--- src/rtl/sram_arb_pkg.sv ---
// Shared types and helpers for the SRAM arbiter that puts the instruction-fetch
// (IF) port and the data-memory (DM) port in front of one sram_ctl instance.
package sram_arb_pkg;

  localparam int ADDR_W_DEF        = 24;
  localparam int DATA_W_DEF        = 32;
  localparam int MAX_DM_STREAK_DEF = 4;
  localparam int TIMEOUT_CYC_DEF   = 255;

  // Arbiter sequencing states
  typedef enum logic [1:0] {
    ARB_IDLE  = 2'd0,
    ARB_ISSUE = 2'd1,
    ARB_WAIT  = 2'd2
  } arb_state_e;

  // Identity of the port that owns the access in flight
  typedef enum logic {
    GNT_IF = 1'b0,
    GNT_DM = 1'b1
  } gnt_e;

  localparam logic [3:0] BE_N_NONE = 4'hF;
  localparam logic [3:0] BE_N_ALL  = 4'h0;

  // Only the strobe that matches the access direction counts as completion
  function automatic logic access_done(input logic rw, input logic r_ready,
                                       input logic w_finish);
    return rw ? r_ready : w_finish;
  endfunction

endpackage

--- src/rtl/sram_arb_pick.sv ---
// Combinational winner select. DM has priority unless it has used up its
// streak while IF was waiting, in which case IF is served.
module sram_arb_pick (
  input  logic if_req,
  input  logic dm_req,
  input  logic streak_full,
  output logic valid,
  output logic pick_dm
);

  // Priority decode with the IF forward-progress override
  always_comb begin
    valid   = if_req | dm_req;
    pick_dm = dm_req;
    if (if_req && (!dm_req || streak_full)) begin
      pick_dm = 1'b0;
    end
  end

endmodule

--- src/rtl/sram_arb.sv ---
// SRAM arbiter: one access at a time from IF or DM, issued to sram_ctl,
// completed by the matching ready/finish strobe or by the watchdog.
//
// state     | meaning
// ----------+------------------------------------------------------------
// ARB_IDLE  | no access in flight; arbitrate and latch the winner
// ARB_ISSUE | access latched; pulse ctl_start once sram_ctl is not busy
// ARB_WAIT  | waiting for the completion strobe or the watchdog limit
//
// The ack is registered, so the ack cycle is already ARB_IDLE. Arbitration
// is held off during that single cycle: a requester only sees its ack there
// and would otherwise be granted a second time for the same request. A port
// that keeps its request high past the ack is granted again the cycle after.
module sram_arb
  import sram_arb_pkg::*;
#(
  parameter int ADDR_W        = ADDR_W_DEF,
  parameter int DATA_W        = DATA_W_DEF,
  parameter int MAX_DM_STREAK = MAX_DM_STREAK_DEF,
  parameter int TIMEOUT_CYC   = TIMEOUT_CYC_DEF
) (
  input  logic              clk,
  input  logic              rst_n,
  input  logic              if_req,
  input  logic [ADDR_W-1:0] if_addr,
  output logic              if_ack,
  output logic [DATA_W-1:0] if_rdata,
  input  logic              dm_req,
  input  logic              dm_rw,
  input  logic [ADDR_W-1:0] dm_addr,
  input  logic [DATA_W-1:0] dm_wdata,
  input  logic [3:0]        dm_be_n,
  output logic              dm_ack,
  output logic [DATA_W-1:0] dm_rdata,
  output logic              err,
  output logic              ctl_start,
  output logic              ctl_rw,
  output logic [ADDR_W-1:0] ctl_addr,
  output logic [DATA_W-1:0] ctl_wdata,
  output logic [3:0]        ctl_be_n,
  input  logic [DATA_W-1:0] ctl_rdata,
  input  logic              ctl_r_ready,
  input  logic              ctl_w_finish,
  input  logic              ctl_busy
);

  localparam int TMO_W = $clog2(TIMEOUT_CYC + 1);
  localparam int STK_W = $clog2(MAX_DM_STREAK + 1);
  localparam logic [TMO_W-1:0] TMO_MAX  = TMO_W'(TIMEOUT_CYC);
  localparam logic [TMO_W-1:0] TMO_LAST = TMO_W'(TIMEOUT_CYC - 1);
  localparam logic [STK_W-1:0] STK_MAX  = STK_W'(MAX_DM_STREAK);

  arb_state_e       state;
  arb_state_e       state_nxt;
  gnt_e             gnt_q;
  logic             pick_valid;
  logic             pick_dm;
  logic             streak_full;
  logic [STK_W-1:0] dm_streak;
  logic [TMO_W-1:0] tmo_cnt;
  logic             ack_cycle;
  logic             grant;
  logic             done;
  logic             timeout;

  assign streak_full = (dm_streak == STK_MAX);
  assign ack_cycle   = if_ack | dm_ack;

  sram_arb_pick u_pick (
    .if_req      (if_req),
    .dm_req      (dm_req),
    .streak_full (streak_full),
    .valid       (pick_valid),
    .pick_dm     (pick_dm)
  );

  // Cycle qualifiers derived from the current state. Completion wins over a
  // watchdog expiry that lands on the same cycle.
  assign grant   = (state == ARB_IDLE) && pick_valid && !ack_cycle;
  assign done    = (state == ARB_WAIT) && access_done(ctl_rw, ctl_r_ready, ctl_w_finish);
  assign timeout = (state == ARB_WAIT) && !done && (tmo_cnt >= TMO_LAST);

  // State register
  always_ff @(posedge clk or negedge rst_n) begin
    if (!rst_n) begin
      state <= ARB_IDLE;
    end else begin
      state <= state_nxt;
    end
  end

  // Next-state decode
  always_comb begin
    state_nxt = state;
    unique case (state)
      ARB_IDLE:  if (grant)           state_nxt = ARB_ISSUE;
      ARB_ISSUE: if (!ctl_busy)       state_nxt = ARB_WAIT;
      ARB_WAIT:  if (done || timeout) state_nxt = ARB_IDLE;
      default:                        state_nxt = ARB_IDLE;
    endcase
  end

  // Start pulse: exactly the ISSUE cycle in which sram_ctl is free
  always_comb begin
    ctl_start = 1'b0;
    if (state == ARB_ISSUE) begin
      ctl_start = !ctl_busy;
    end
  end

  // Watchdog: cleared on start, counts WAIT cycles, saturates
  always_ff @(posedge clk or negedge rst_n) begin
    if (!rst_n) begin
      tmo_cnt <= '0;
    end else if (ctl_start) begin
      tmo_cnt <= '0;
    end else if (state == ARB_WAIT && tmo_cnt != TMO_MAX) begin
      tmo_cnt <= tmo_cnt + TMO_W'(1);
    end
  end

  // DM streak: grows only while IF is kept waiting, saturates at the limit
  always_ff @(posedge clk or negedge rst_n) begin
    if (!rst_n) begin
      dm_streak <= '0;
    end else if (grant) begin
      if (!pick_dm || !if_req) begin
        dm_streak <= '0;
      end else if (!streak_full) begin
        dm_streak <= dm_streak + STK_W'(1);
      end
    end
  end

  // Latch the winning request; it is not re-sampled until the next grant
  always_ff @(posedge clk or negedge rst_n) begin
    if (!rst_n) begin
      gnt_q     <= GNT_IF;
      ctl_rw    <= 1'b0;
      ctl_addr  <= '0;
      ctl_wdata <= '0;
      ctl_be_n  <= BE_N_NONE;
    end else if (grant) begin
      if (pick_dm) begin
        gnt_q     <= GNT_DM;
        ctl_rw    <= dm_rw;
        ctl_addr  <= dm_addr;
        ctl_wdata <= dm_wdata;
        ctl_be_n  <= dm_be_n;
      end else begin
        gnt_q     <= GNT_IF;
        ctl_rw    <= 1'b1;
        ctl_addr  <= if_addr;
        ctl_wdata <= '0;
        ctl_be_n  <= BE_N_ALL;
      end
    end
  end

  // One-cycle ack to the owner, with err flagging a watchdog termination
  always_ff @(posedge clk or negedge rst_n) begin
    if (!rst_n) begin
      if_ack <= 1'b0;
      dm_ack <= 1'b0;
      err    <= 1'b0;
    end else begin
      if_ack <= (done || timeout) && (gnt_q == GNT_IF);
      dm_ack <= (done || timeout) && (gnt_q == GNT_DM);
      err    <= timeout;
    end
  end

  // Read data capture; a timed-out access leaves the old data in place
  always_ff @(posedge clk or negedge rst_n) begin
    if (!rst_n) begin
      if_rdata <= '0;
      dm_rdata <= '0;
    end else if (done && ctl_rw) begin
      if (gnt_q == GNT_IF) begin
        if_rdata <= ctl_rdata;
      end else begin
        dm_rdata <= ctl_rdata;
      end
    end
  end

endmodule

--- config.mk ---
export PLATFORM = sky130hd
export DESIGN_NAME = sram_arb
export DESIGN_NICKNAME = d
export VERILOG_FILES = /design/src/rtl/sram_arb_pkg.sv /design/src/rtl/sram_arb_pick.sv /design/src/rtl/sram_arb.sv
export SDC_FILE = /design/constraint.sdc
export NUM_CORES = 1
export LEC_CHECK = 0
export ABC_AREA = 1
export BUFFER_PORTS_ARGS = -buffer_cell sky130_fd_sc_hd__buf_2
export CAP_MARGIN = 20
export CORE_MARGIN = 4
export CORE_UTILIZATION = 43
export DETAILED_ROUTE_END_ITERATION = 6
export GPL_ROUTABILITY_DRIVEN = 0
export PLACE_DENSITY_LB_ADDON = 0.2
export SLEW_MARGIN = 20
export SYNTH_ARGS = -nofsm -noshare
export SYNTH_HDL_FRONTEND = slang
export SYNTH_SLANG_ARGS = --single-unit
export TNS_END_PERCENT = 100
--- constraint.sdc ---
create_clock -name clk -period 1.5 [get_ports clk]
set_clock_uncertainty 0.05 [all_clocks]
set_input_delay 0.225 -clock clk [delete_from_list [all_inputs] [get_ports clk]]
set_output_delay 0.225 -clock clk [all_outputs]
set_load 0.05 [all_outputs]
### Yosys cells after proc, flatten, opt, wreduce, memory -nomap -nowiden

Index checks and enable logic that the tools add are counted.

* add/sub/neg operators: 2
* order comparisons: 1
* equal/unequal tests: 8
* muxes and demuxes: 16
* bitwise operators: 3
* reductions and logical operators: 25

Operator list (count)
* 2-to-1 mux 32 bit: 1
* 2-to-1 mux 24 bit: 1
* 2-to-1 mux 8 bit: 2
* logical AND 1 bit: 10
* adder 8 x 1 -> 8 bit, second input constant: 1
* greater-or-equal comparator 8 bit, second input constant: 1
* != test 8 bit, second input constant: 1
* logical NOT 1 bit: 6
* 2-to-1 mux 2 bit: 3
* 2-to-1 mux 3 bit: 2
* != test 2 bit, second input constant: 3
* one-hot mux 2 bit (3 select lines): 1
* AND reduction 2 bit: 3
* 2-to-1 mux 1 bit: 5
* 2-to-1 mux 4 bit: 1
* adder 3 x 1 -> 3 bit, second input constant: 1
* == test 3 bit, second input constant: 1
* logical OR 1 bit: 3
* AND reduction 3 bit: 1
* == test 2 x 1 -> 1 bit, second input constant: 1
* == test 2 bit, second input constant: 1
* logical NOT 2 bit: 1
* != test 2 x 1 -> 1 bit, second input constant: 1
* OR 1 bit: 2
* other kinds (2): 2

* register bits: 142
* input bits: 124
* output and inout port bits: 129
* logic and storage cells: 68

### Longest topological paths before layout

Gate-level depths: netlist (run 1).

* depth after elaboration: 8
* mapped depth: 10
* gate-level depth less buffers: 9

### Hierarchy

Synthesis (run 1) repeated with hierarchy kept, for this count alone.

* cells, all modules: 660
* area, all modules: 6286.0 um^2

Modules (own cells, without submodules)
* sram_arb: times used 1, cells each 657, area each 6271.0 um^2, seq. area each 3558.4 um^2
* sram_arb_pick: times used 1, cells each 3, area each 15.0 um^2, seq. area each 0.0 um^2

### Worst setup path after synthesis (run 1)

Ideal clock, no wire load.

* path kind: reg2reg
* start point: reg state[1]
* end point: reg tmo_cnt[6]
* library setup time: 121 ps
* data arrival time: 2331 ps
* data required time: 1329 ps
* slack: -1003 ps
* cell stages (with the launch flop): 7
* buffers on the path: 0
* clock period less this slack: 2503 ps
* path through: dfrtp_1 nor3_1 inv_1 nand2_1 inv_1 nand2_1 nand2_1

* word-level cells in the longest chain between the ends: 3
* elaborated cells between the ends (all ways): 6
* those cells by class: eq/ne (2); mux (2); reduce/logical (2)

Ends and longest elaborated chain
* start: declaration: line sram_arb.sv:53 `arb_state_e state;`
* start signal: assignment: line sram_arb.sv:88 `state <= state_nxt;`
* == test 2 x 1 -> 1 bit *: line sram_arb.sv:106 `if (state == ARB_ISSUE) begin`
* 2-to-1 mux 1 bit *: line sram_arb.sv:106
* net ctl_start: line sram_arb.sv:36 `output logic ctl_start,`
* 2-to-1 mux 8 bit / nonzero test 2 bit (equally long branches)
* end signal: assignment: line sram_arb.sv:118 `tmo_cnt <= tmo_cnt + TMO_W'(1);`
* end: declaration: line sram_arb.sv:60 `logic [TMO_W-1:0] tmo_cnt;`

Mark *: on every way through the listed nets, which the timed path passes. The rest lies on a longest branch.
A chain may end at the register's enable or synchronous reset.

### Worst setup path after layout (run 1)

* start point: reg state[1]
* end point: out ctl_start

* word-level cells in the longest chain between the ends: 2

Ends and longest elaborated chain (line)
* == test 2 x 1 -> 1 bit: sram_arb.sv:106
* 2-to-1 mux 1 bit: sram_arb.sv:106
* end: declaration: sram_arb.sv:36

No other way between the ends.

==> results.sh, run 1 <==
export IMPL_status="complete, but fails checks"
export IMPL_violations="negative setup slack"
export IMPL_slowest_delay_ns=0.44
export IMPL_synth_distinct_cells=20
export IMPL_syn_mean_instance_area_um2=8.13
export IMPL_period_share_pct=103
export IMPL_powerDensity_mw_per_mm2=2430
export IMPL_place_area_mm2=0.00772
export IMPL_rsz0062_at_grt="yes"
export IMPL_worstSkewPairLatency_ns=0.41
export IMPL_instances_no_fill=1275
export IMPL_r2r_slack_ns=0
export IMPL_max_slew_margin_pct=70.8
export IMPL_finalSetupTns_ns=-0.0515
export IMPL_drc=0
export IMPL_cts_sinks=142
export IMPL_fillers=1114
export IMPL_syn_inst=747
export IMPL_cp_cell_sequence="nor3_4, buf_6"
export IMPL_required_ns=1.22
export IMPL_cp_max_fo=3
export IMPL_dp_hpwl_um=12000
export IMPL_antenna_found_initial=0
export IMPL_ys_ff_latch=142
export IMPL_grt_max_degree=62
export IMPL_worstHoldPathCells=3
export IMPL_pre_cts_ws_ns=-0.00718
export IMPL_fp_coreArea_mm2=0.0139
export IMPL_vias=6282
export IMPL_slowest_stage="dfrtp_2"
export IMPL_critPathArrivalTime_ns=1.27
export IMPL_io_pins=253
export IMPL_layout_drive_gt1_share_pct=33.9
export IMPL_maxSlewViolCount=0
export IMPL_drtPass1Iterations=5
export IMPL_cts_path_max_buffers=2
export IMPL_area_delta_synth_final_pct=54.6
export IMPL_irDropWorstVdd_mv=1.31
export IMPL_wire_per_inst_um=16.0
export IMPL_final_common_cell="nand2_1"
export IMPL_layout_setup_ws_ns=-0.0484
export IMPL_synth_nets=875
export IMPL_portBuffers=252
export IMPL_cts_buffers=17
export IMPL_worst_setup_hold_path_clk_slew_ns=0.06
export IMPL_cts_root_buffer="clkbuf_16"
export IMPL_leakagePower_nw=5.36
export IMPL_hold_class="in -> reg"
export IMPL_grt_pass1_wl_um=29500
export IMPL_cts_tree="yes"
export IMPL_initial_utilization_pct=43.8
export IMPL_timing_final_crit_period_ns=1.55
export IMPL_overflow=0
export IMPL_cts_htree_levels=4
export IMPL_crit_type="reg -> out"
export IMPL_die_area_mm2=0.0161
export IMPL_report_final_setup_viol=2
export IMPL_cap_violations=0
export IMPL_switching_share_pct=50.4
export IMPL_max_freq_mhz=646
export IMPL_cp_endpoint="ctl_start"
export IMPL_dieHeight_um=127
export IMPL_worstReg2RegEnd="ctl_wdata[21]"
export IMPL_vias_per_cell=4.93
export IMPL_stdcell_area_mm2=0.00939
export IMPL_netlist_area_mm2=0.00607
export IMPL_p_sw_w=0.0115
export IMPL_regArea_mm2=0.00356
export IMPL_drtIter0Drc=356
export IMPL_seqPwrFrac_pct=27.8
export IMPL_r2r_cells=7
export IMPL_track_usage_pct=22.6
export IMPL_mostFrequentLayoutCells="nand2_1 (380), buf_2 (246), dfrtp_1 (134)"
export IMPL_combPwrFrac_pct=53.6
export IMPL_tightest_slew_ns=0.438
export IMPL_end_kind="output port"
export IMPL_multi_input_comb_area_mm2=0.00236
export IMPL_yosysWarnings=0
export IMPL_finalHoldWorstSlack_ns=0.00944
export IMPL_grt_pass1_vias=5936
export IMPL_ant_nets=0
export IMPL_dp_cells=1163
export IMPL_rows=43
export IMPL_hold_violations=0
export IMPL_p_int_w=0.0113
export IMPL_cp_startpoint="state[1]"
export IMPL_wl_um=20400
export IMPL_final_nets=1210
export IMPL_r2r_start="state[1]"
export IMPL_ys_seq_area_share_pct=58.6
export IMPL_diodes=0
export IMPL_startpoint_type="flip-flop"
export IMPL_die_w_um=127
export IMPL_clkPwrFrac_pct=18.7
cell type report:
class	instances	share of cell area (%)
Timing Repair Buffer	357	27.1
Multi-Input combinational cell	540	25.1
Inverter	24	1.04
Sequential cell	142	37.9
Clock buffer	19	4.61
Clock inverter	13	1.75
Tap cell	180	2.40
routing by layer:
| layer | track usage, % | vias up | routed length [µm] |
|---|---|---|---|
| met5 | 0 | - | 0 |
| met4 | 8.39 | 0 | 678 |
| met3 | 6.61 | 50 | 1750 |
| met2 | 36.5 | 300 | 9800 |
| met1 | 29.0 | 2908 | 8200 |
| li1 | - | 3024 | - |
sequential cells by signal, indices dropped and copies added, names as in the netlist:
register and cells:
dm_ack 1, state 2, gnt_q 1, tmo_cnt 8
ctl_addr 24, err 1, ctl_wdata 32, if_rdata 32
ctl_rw 1, if_ack 1, dm_rdata 32, ctl_be_n 4
dm_streak 3
logic make-up after synthesis:
logic type,synth area share [%]
AO/OA/AOI/OAI,1.17
XOR/XNOR,0.288
adder cells (fa/ha/maj),0.824
buffers and inverters,4.33
flip-flops,58.6
AND/OR/NAND/NOR,34.8
worst min-delay path by stage:
| stage | from | end | slack [ns] |
|---|---|---|---|
| 2_1_floorplan | rst_n | ctl_addr[0] | -0.12 |
| 3_3_place_gp | rst_n | ctl_addr[0] | 0.13 |
| 3_5_place_dp | rst_n | ctl_addr[0] | 0.13 |
| 4_1_cts | ctl_rdata[20] | if_rdata[20] | 0.0001 |
| 5_1_grt | dm_wdata[28] | ctl_wdata[28] | 0.0007 |
| 6_report | dm_wdata[28] | ctl_wdata[28] | 0.009 |
stage by stage:
stage / utilization (%) / total power [W]
6_report: 67.6 / 0.0229
3_5_place_dp: 55.7 / 0.0171
5_1_grt: 67.6 / 0.0240
2_1_floorplan: - / 0.0141
4_1_cts: 64.2 / 0.0216
3_3_place_gp: 55.7 / 0.0170
power by group through the flow:
stage,sequential (W),combinational (W),clock [W]
detailed placement,0.00631,0.0108,0
global placement,0.00634,0.0107,0
finish,0.00634,0.0122,0.00427
CTS,0.00629,0.0110,0.00434
floorplan,0.0114,0.00271,0
global route,0.00651,0.0130,0.00453
critical path: cells and delay by family (launching register included):
| family | cells | cell delay, ns |
|---|---|---|
| flip-flops | 1 | 0.44 |
| AND/OR/NAND/NOR | 1 | 0.23 |
| buffers and inverters | 1 | 0.19 |
repair_timing:
| item | in CTS | in global routing |
|---|---|---|
| hold buffers | 56 | 0 |
| endpoints found under the setup margin | 7 | 139 |
| cloned | 0 | 14 |
| gates resized for setup | 5 | 41 |
| endpoints found under the hold margin | 99 | 0 |
| pin swaps | 2 | 12 |
| setup buffers | 1 | 9 |
synthesized netlist by cell type:
library cell	count	area (µm²)
a21oi_1	3	15.0
buf_2	12	60.1
buf_4	1	7.51
clkbuf_1	28	105
clkinv_1	1	3.75
dfrtp_1	138	3450
dfstp_2	4	105
ha_1	4	50.1
inv_1	21	78.8
inv_2	2	7.51
nand2_1	389	1460
nand3_1	111	556
nand4_1	3	18.8
nor2_1	14	52.6
nor3_1	1	5.00
nor3_4	1	16.3
nor4_1	1	6.26
o21ai_0	10	50.1
o22ai_1	1	6.26
xor2_1	2	17.5
Note: power is estimated with default switching activity, not from simulation.
==> inputs of run 2 (changes only) <==
==> constraint.sdc (replaced) <==
create_clock -name clk -period 1.4 [get_ports clk]
set_clock_uncertainty 0.05 [all_clocks]
set_input_delay 0.21 -clock clk [delete_from_list [all_inputs] [get_ports clk]]
set_output_delay 0.21 -clock clk [all_outputs]
set_load 0.05 [all_outputs]
==> results.sh, run 2 (synthesis gave the netlist of run 1 again) <==
export IMPL_status="complete, but fails checks"
export IMPL_maxSlewViolCount=0
export IMPL_cp_max_fo=7
export IMPL_end_kind="flip-flop"
export IMPL_startpoint_type="flip-flop"
export IMPL_worst_setup_hold_path_clk_slew_ns=0.06
export IMPL_cp_cell_sequence="inv_2, buf_6, nand2_4, nor3_4, buf_6, buf_12, buf_12, buf_12, nand3_2, nand2_1"
export IMPL_cts_sinks=142
export IMPL_cp_common_cell="buf_12"
export IMPL_die_w_um=127
export IMPL_vias=6905
export IMPL_required_ns=1.70
export IMPL_slowest_stage="dfrtp_1"
export IMPL_leakagePower_nw=5.78
export IMPL_cts_buffers=17
export IMPL_dp_hpwl_um=12500
export IMPL_path_delay_family="buffers and inverters"
export IMPL_die_area_mm2=0.0161
export IMPL_vias_per_cell=5.23
export IMPL_clkPwrFrac_pct=16.1
export IMPL_cts_root_buffer="clkbuf_16"
export IMPL_drtPass1Iterations=5
export IMPL_timing_final_crit_period_ns=1.63
export IMPL_max_slew_margin_pct=73.3
export IMPL_rows=43
export IMPL_p_sw_w=0.0137
export IMPL_layout_setup_ws_ns=-0.233
export IMPL_drtIter0Drc=486
export IMPL_violations="negative setup slack"
export IMPL_worstHoldEndpoint="dm_rdata[26]"
export IMPL_r2r_slack_ns=-0.23
export IMPL_powerDensity_mw_per_mm2=2580
export IMPL_worstHoldPathCells=3
export IMPL_cts_tree="yes"
export IMPL_cts_path_max_buffers=2
export IMPL_track_usage_pct=27.7
export IMPL_switching_share_pct=50.3
export IMPL_p_int_w=0.0136
export IMPL_report_final_setup_viol=140
export IMPL_initial_utilization_pct=43.8
export IMPL_layout_drive_gt1_share_pct=44.3
export IMPL_hold_violations=0
export IMPL_grt_max_degree=40
export IMPL_critPathArrivalTime_ns=1.93
export IMPL_final_nets=1256
export IMPL_rsz0062_at_grt="yes"
export IMPL_grt_pass1_vias=6652
export IMPL_fp_coreArea_mm2=0.0139
export IMPL_wl_um=24900
export IMPL_antenna_found_initial=0
export IMPL_dieHeight_um=127
export IMPL_final_common_cell="nand2_1"
export IMPL_r2r_start="state[0]"
export IMPL_seqPwrFrac_pct=25.7
export IMPL_wire_per_inst_um=18.9
export IMPL_post_route_util_pct=76.2
export IMPL_reg_top3="ctl_wdata: 32 flops, dm_rdata: 32 flops, if_rdata: 32 flops"
export IMPL_period_share_pct=117
export IMPL_combPwrFrac_pct=58.1
export IMPL_worstSkewPairLatency_ns=0.41
export IMPL_r2r_cells=10
export IMPL_mostFrequentLayoutCells="nand2_1 (307), buf_2 (242), dfrtp_1 (135)"
export IMPL_io_pins=253
export IMPL_hold_class="in -> reg"
export IMPL_irDropWorstVdd_mv=1.64
export IMPL_drc=0
export IMPL_max_freq_mhz=612
export IMPL_tightest_slew_ns=0.400
export IMPL_cts_htree_levels=4
export IMPL_area_delta_synth_final_pct=74.2
export IMPL_portBuffers=252
export IMPL_worstReg2RegEnd="ctl_wdata[19]"
export IMPL_diodes=0
export IMPL_cp_depth=10
export IMPL_overflow=0
export IMPL_slowest_delay_ns=0.40
export IMPL_min_from="ctl_rdata[26]"
export IMPL_grt_pass1_wl_um=34900
export IMPL_ant_nets=0
export IMPL_fillers=915
export IMPL_cap_violations=0
export IMPL_crit_buf_inv=6
export IMPL_pre_cts_ws_ns=-0.0668
export IMPL_crit_type="reg -> reg"
-- run 2: power groups by stage --
stage          clock [W]  combinational, W  sequential (W)
2_1_floorplan          0           0.00312          0.0122
4_1_cts          0.00443            0.0147         0.00678
5_1_grt          0.00464            0.0165         0.00716
3_5_place_dp           0            0.0118         0.00676
3_3_place_gp           0            0.0117         0.00674
6_report         0.00440            0.0159         0.00702
-- run 2: what timing repair did --
item                                    CTS  global route
hold buffers                             67             0
gates cloned                             16             5
setup buffers                            20             7
endpoints found under the setup margin   71           145
hold endpoints to repair                138             0
resized for setup                        83           144
pin swaps                                23            35
-- run 2: worst register-to-register path, stage by stage, from the launching register on --
cell and delay, ns:
dfrtp_1 0.40, inv_2 0.09, buf_6 0.10, nand2_4 0.04, nor3_4 0.18, buf_6 0.15, buf_12 0.11, buf_12 0.12
buf_12 0.15, nand3_2 0.07, nand2_1 0.11
-- run 2: per-layer routing --
layer  track usage, %  routed length, µm  up-vias
met3             7.66               2240      101
li1                 -                  -     3122
met4             11.8               1130        0
met1             32.2               8980     3274
met5                0                  0        -
met2             48.2              12600      408
-- run 2: per-stage QoR --
stage / setup TNS [ns] / total power [W] / hold WS [ns] / instance area [µm²] / std cells
after detailed placement: -2.70 / 0.0186 / 0.0880 / 7850 / 1179
after global routing: -31.17 / 0.0283 / 0.0147 / 10600 / 1321
final: -21.15 / 0.0273 / 0.0175 / 10600 / 1321
after global placement: -1.33 / 0.0185 / 0.0919 / 7850 / 1179
after CTS: -12.26 / 0.0259 / 0.000180 / 9990 / 1312
after floorplan: -1.62 / 0.0153 / -0.136 / 6170 / 747
-- run 2: worst max-delay path by stage --
| stage | start | to |
|---|---|---|
| final | state[0] | ctl_wdata[19] |
| after global routing | state[0] | ctl_wdata[26] |
| after CTS | state[0] | ctl_start |
| after detailed placement | state[0] | ctl_wdata[27] |
| after global placement | state[1] | ctl_wdata[21] |
| after floorplan | state[1] | tmo_cnt[6] |
-- run 2: final cells by class --
cell class,instances,area (µm²),area share [%]
repair inverters,1,11.3,0.106
clock buffers,21,450,4.26
clock inverters,11,120,1.14
inverters,24,114,1.08
flip-flops and latches,142,3560,33.7
well taps,180,225,2.13
multi-input cells,540,2840,26.8
repair buffers,402,3260,30.8
==> inputs of run 3 (changes only) <==
--- a/config.mk
+++ b/config.mk
@@ -9,7 +9,7 @@
 export BUFFER_PORTS_ARGS = -buffer_cell sky130_fd_sc_hd__buf_2
 export CAP_MARGIN = 20
 export CORE_MARGIN = 4
-export CORE_UTILIZATION = 43
+export CORE_UTILIZATION = 50
 export DETAILED_ROUTE_END_ITERATION = 6
 export GPL_ROUTABILITY_DRIVEN = 0
 export PLACE_DENSITY_LB_ADDON = 0.2
==> constraint.sdc (replaced) <==
create_clock -name clk -period 2.1 [get_ports clk]
set_clock_uncertainty 0.05 [all_clocks]
set_input_delay 0.315 -clock clk [delete_from_list [all_inputs] [get_ports clk]]
set_output_delay 0.315 -clock clk [all_outputs]
set_load 0.01 [all_outputs]
==> results.sh, run 3 (synthesis gave the netlist of run 1 again) <==
export IMPL_end_kind="output port"
export IMPL_vias_per_cell=5.00
export IMPL_io_pins=253
export IMPL_overflow=0
export IMPL_drtPass1Iterations=5
export IMPL_timing_final_crit_period_ns=1.90
export IMPL_final_common_cell="nand2_1"
export IMPL_required_ns=1.74
export IMPL_grt_pass1_vias=5467
export IMPL_rsz0062_at_grt="no"
export IMPL_max_freq_mhz=526
export IMPL_cts_tree="yes"
export IMPL_grt_max_degree=70
export IMPL_stdcell_area_mm2=0.00814
export IMPL_cp_max_fo=4
export IMPL_cts_sinks=142
export IMPL_drc=0
export IMPL_hold_violations=0
export IMPL_grt_pass1_wl_um=27900
export IMPL_post_cts_setup_buffer_count=0
export IMPL_die_area_mm2=0.0140
export IMPL_r2r_start="state[1]"
export IMPL_pre_cts_ws_ns=0.353
export IMPL_report_final_setup_viol=0
export IMPL_min_from="dm_be_n[1]"
export IMPL_dieHeight_um=118
export IMPL_worstHoldPathCells=3
export IMPL_layout_setup_ws_ns=0.199
export IMPL_hold_class="in -> reg"
export IMPL_period_share_pct=90.5
export IMPL_portBuffers=252
export IMPL_initial_utilization_pct=52.1
export IMPL_cts_root_buffer="clkbuf_16"
export IMPL_r2r_slack_ns=0.33
export IMPL_dp_hpwl_um=12000
export IMPL_status="completed"
export IMPL_worstSkewPairLatency_ns=0.42
export IMPL_irDropWorstVdd_mv=0.867
export IMPL_rows=39
export IMPL_instances_no_fill=1150
export IMPL_cts_path_max_buffers=2
export IMPL_cts_htree_levels=4
export IMPL_worstHoldEndpoint="ctl_be_n[1]"
export IMPL_dp_cells=1117
export IMPL_wire_per_inst_um=14.7
export IMPL_vias=5750
export IMPL_worstReg2RegEnd="tmo_cnt[6]"
export IMPL_fp_coreArea_mm2=0.0117
export IMPL_r2r_cells=6
export IMPL_reg_top3="ctl_wdata: 32 flops, dm_rdata: 32 flops, if_rdata: 32 flops"
export IMPL_final_nets=1122
export IMPL_drtIter0Drc=540
export IMPL_wl_um=16900
export IMPL_track_usage_pct=24.7
export IMPL_crit_type="reg -> out"
export IMPL_maxSlewViolCount=0
export IMPL_antenna_found_initial=0
export IMPL_startpoint_type="flip-flop"
export IMPL_die_w_um=118
export IMPL_powerDensity_mw_per_mm2=1450
export IMPL_cap_violations=0
export IMPL_diodes=0
export IMPL_cts_buffers=17
export IMPL_mostFrequentLayoutCells="nand2_1 (389), buf_2 (251), dfrtp_1 (138)"
export IMPL_layout_drive_gt1_share_pct=30.2
export IMPL_leakagePower_nw=4.85
export IMPL_ant_nets=0
export IMPL_area_delta_synth_final_pct=34.0
export IMPL_worst_setup_hold_path_clk_slew_ns=0.05
export IMPL_place_area_mm2=0.00754
export IMPL_tightest_slew_ns=0.561
export IMPL_finalSetupTns_ns=0
export IMPL_critPathArrivalTime_ns=1.54
export IMPL_max_slew_margin_pct=62.3
run 3: cell count changes in the layout (fill, tap and decap cells not counted), sizes merged:
cell	before	now
inv	24	23
dlygate4sd3	67	1
clkbuf	29	22
bufinv	2	3
clkinvlp	3	1
buf	327	268
run 3: critical path, stage by stage (launching register included):
cell and delay, ns:
dfrtp_1 0.39, nor3_1 0.50, buf_2 0.23
run 3: routing by layer:
metal / vias to the layer above / track usage [%] / wire length, µm
met5: - / 0 / 0
met4: 0 / 9.67 / 439
met2: 250 / 39.0 / 8030
li1: 2838 / - / -
met1: 2631 / 31.9 / 6940
met3: 31 / 7.78 / 1530
run 3: area by class of cell:
type	count	area, µm²
Fill cell	943	3520
Timing Repair Buffer	269	1460
Sequential cell	142	3560
Multi-Input combinational cell	540	2260
Clock buffer	22	454
Inverter	24	90.1
Clock inverter	10	139
Tap cell	143	179
run 3: how the worst max path moves through the flow:
stage	startpoint	end	slack, ns	cells after the start
6_report	state[1]	ctl_start	0.20	2
2_1_floorplan	state[1]	tmo_cnt[6]	0.55	6
3_3_place_gp	ctl_busy	tmo_cnt[6]	0.36	7
3_5_place_dp	ctl_busy	tmo_cnt[6]	0.35	7
5_1_grt	state[1]	ctl_start	0.11	2
4_1_cts	state[1]	ctl_start	0.19	2
run 3: timing repair:
item	4_1_cts	5_1_grt
endpoints found under the setup margin	0	0
hold buffers	1	0
gates resized for setup	0	0
hold endpoints to repair	50	0
run 3: per-stage QoR:
step           hold WS, ns  util (%)  power, W
2_1_floorplan      -0.0306         -   0.00689
3_5_place_dp         0.275      64.6   0.00885
5_1_grt             0.0629      69.8    0.0127
3_3_place_gp         0.275      64.6   0.00877
6_report            0.0649      69.8    0.0118
4_1_cts             0.0498      69.8    0.0119
run 3: report_power, final:
group / internal, W / switching [W] / total (W)
combinational: 0.00156 / 0.00273 / 0.00429
clock: 0.00190 / 0.00112 / 0.00302
sequential: 0.00389 / 0.000609 / 0.00450
total: 0.00735 / 0.00446 / 0.0118
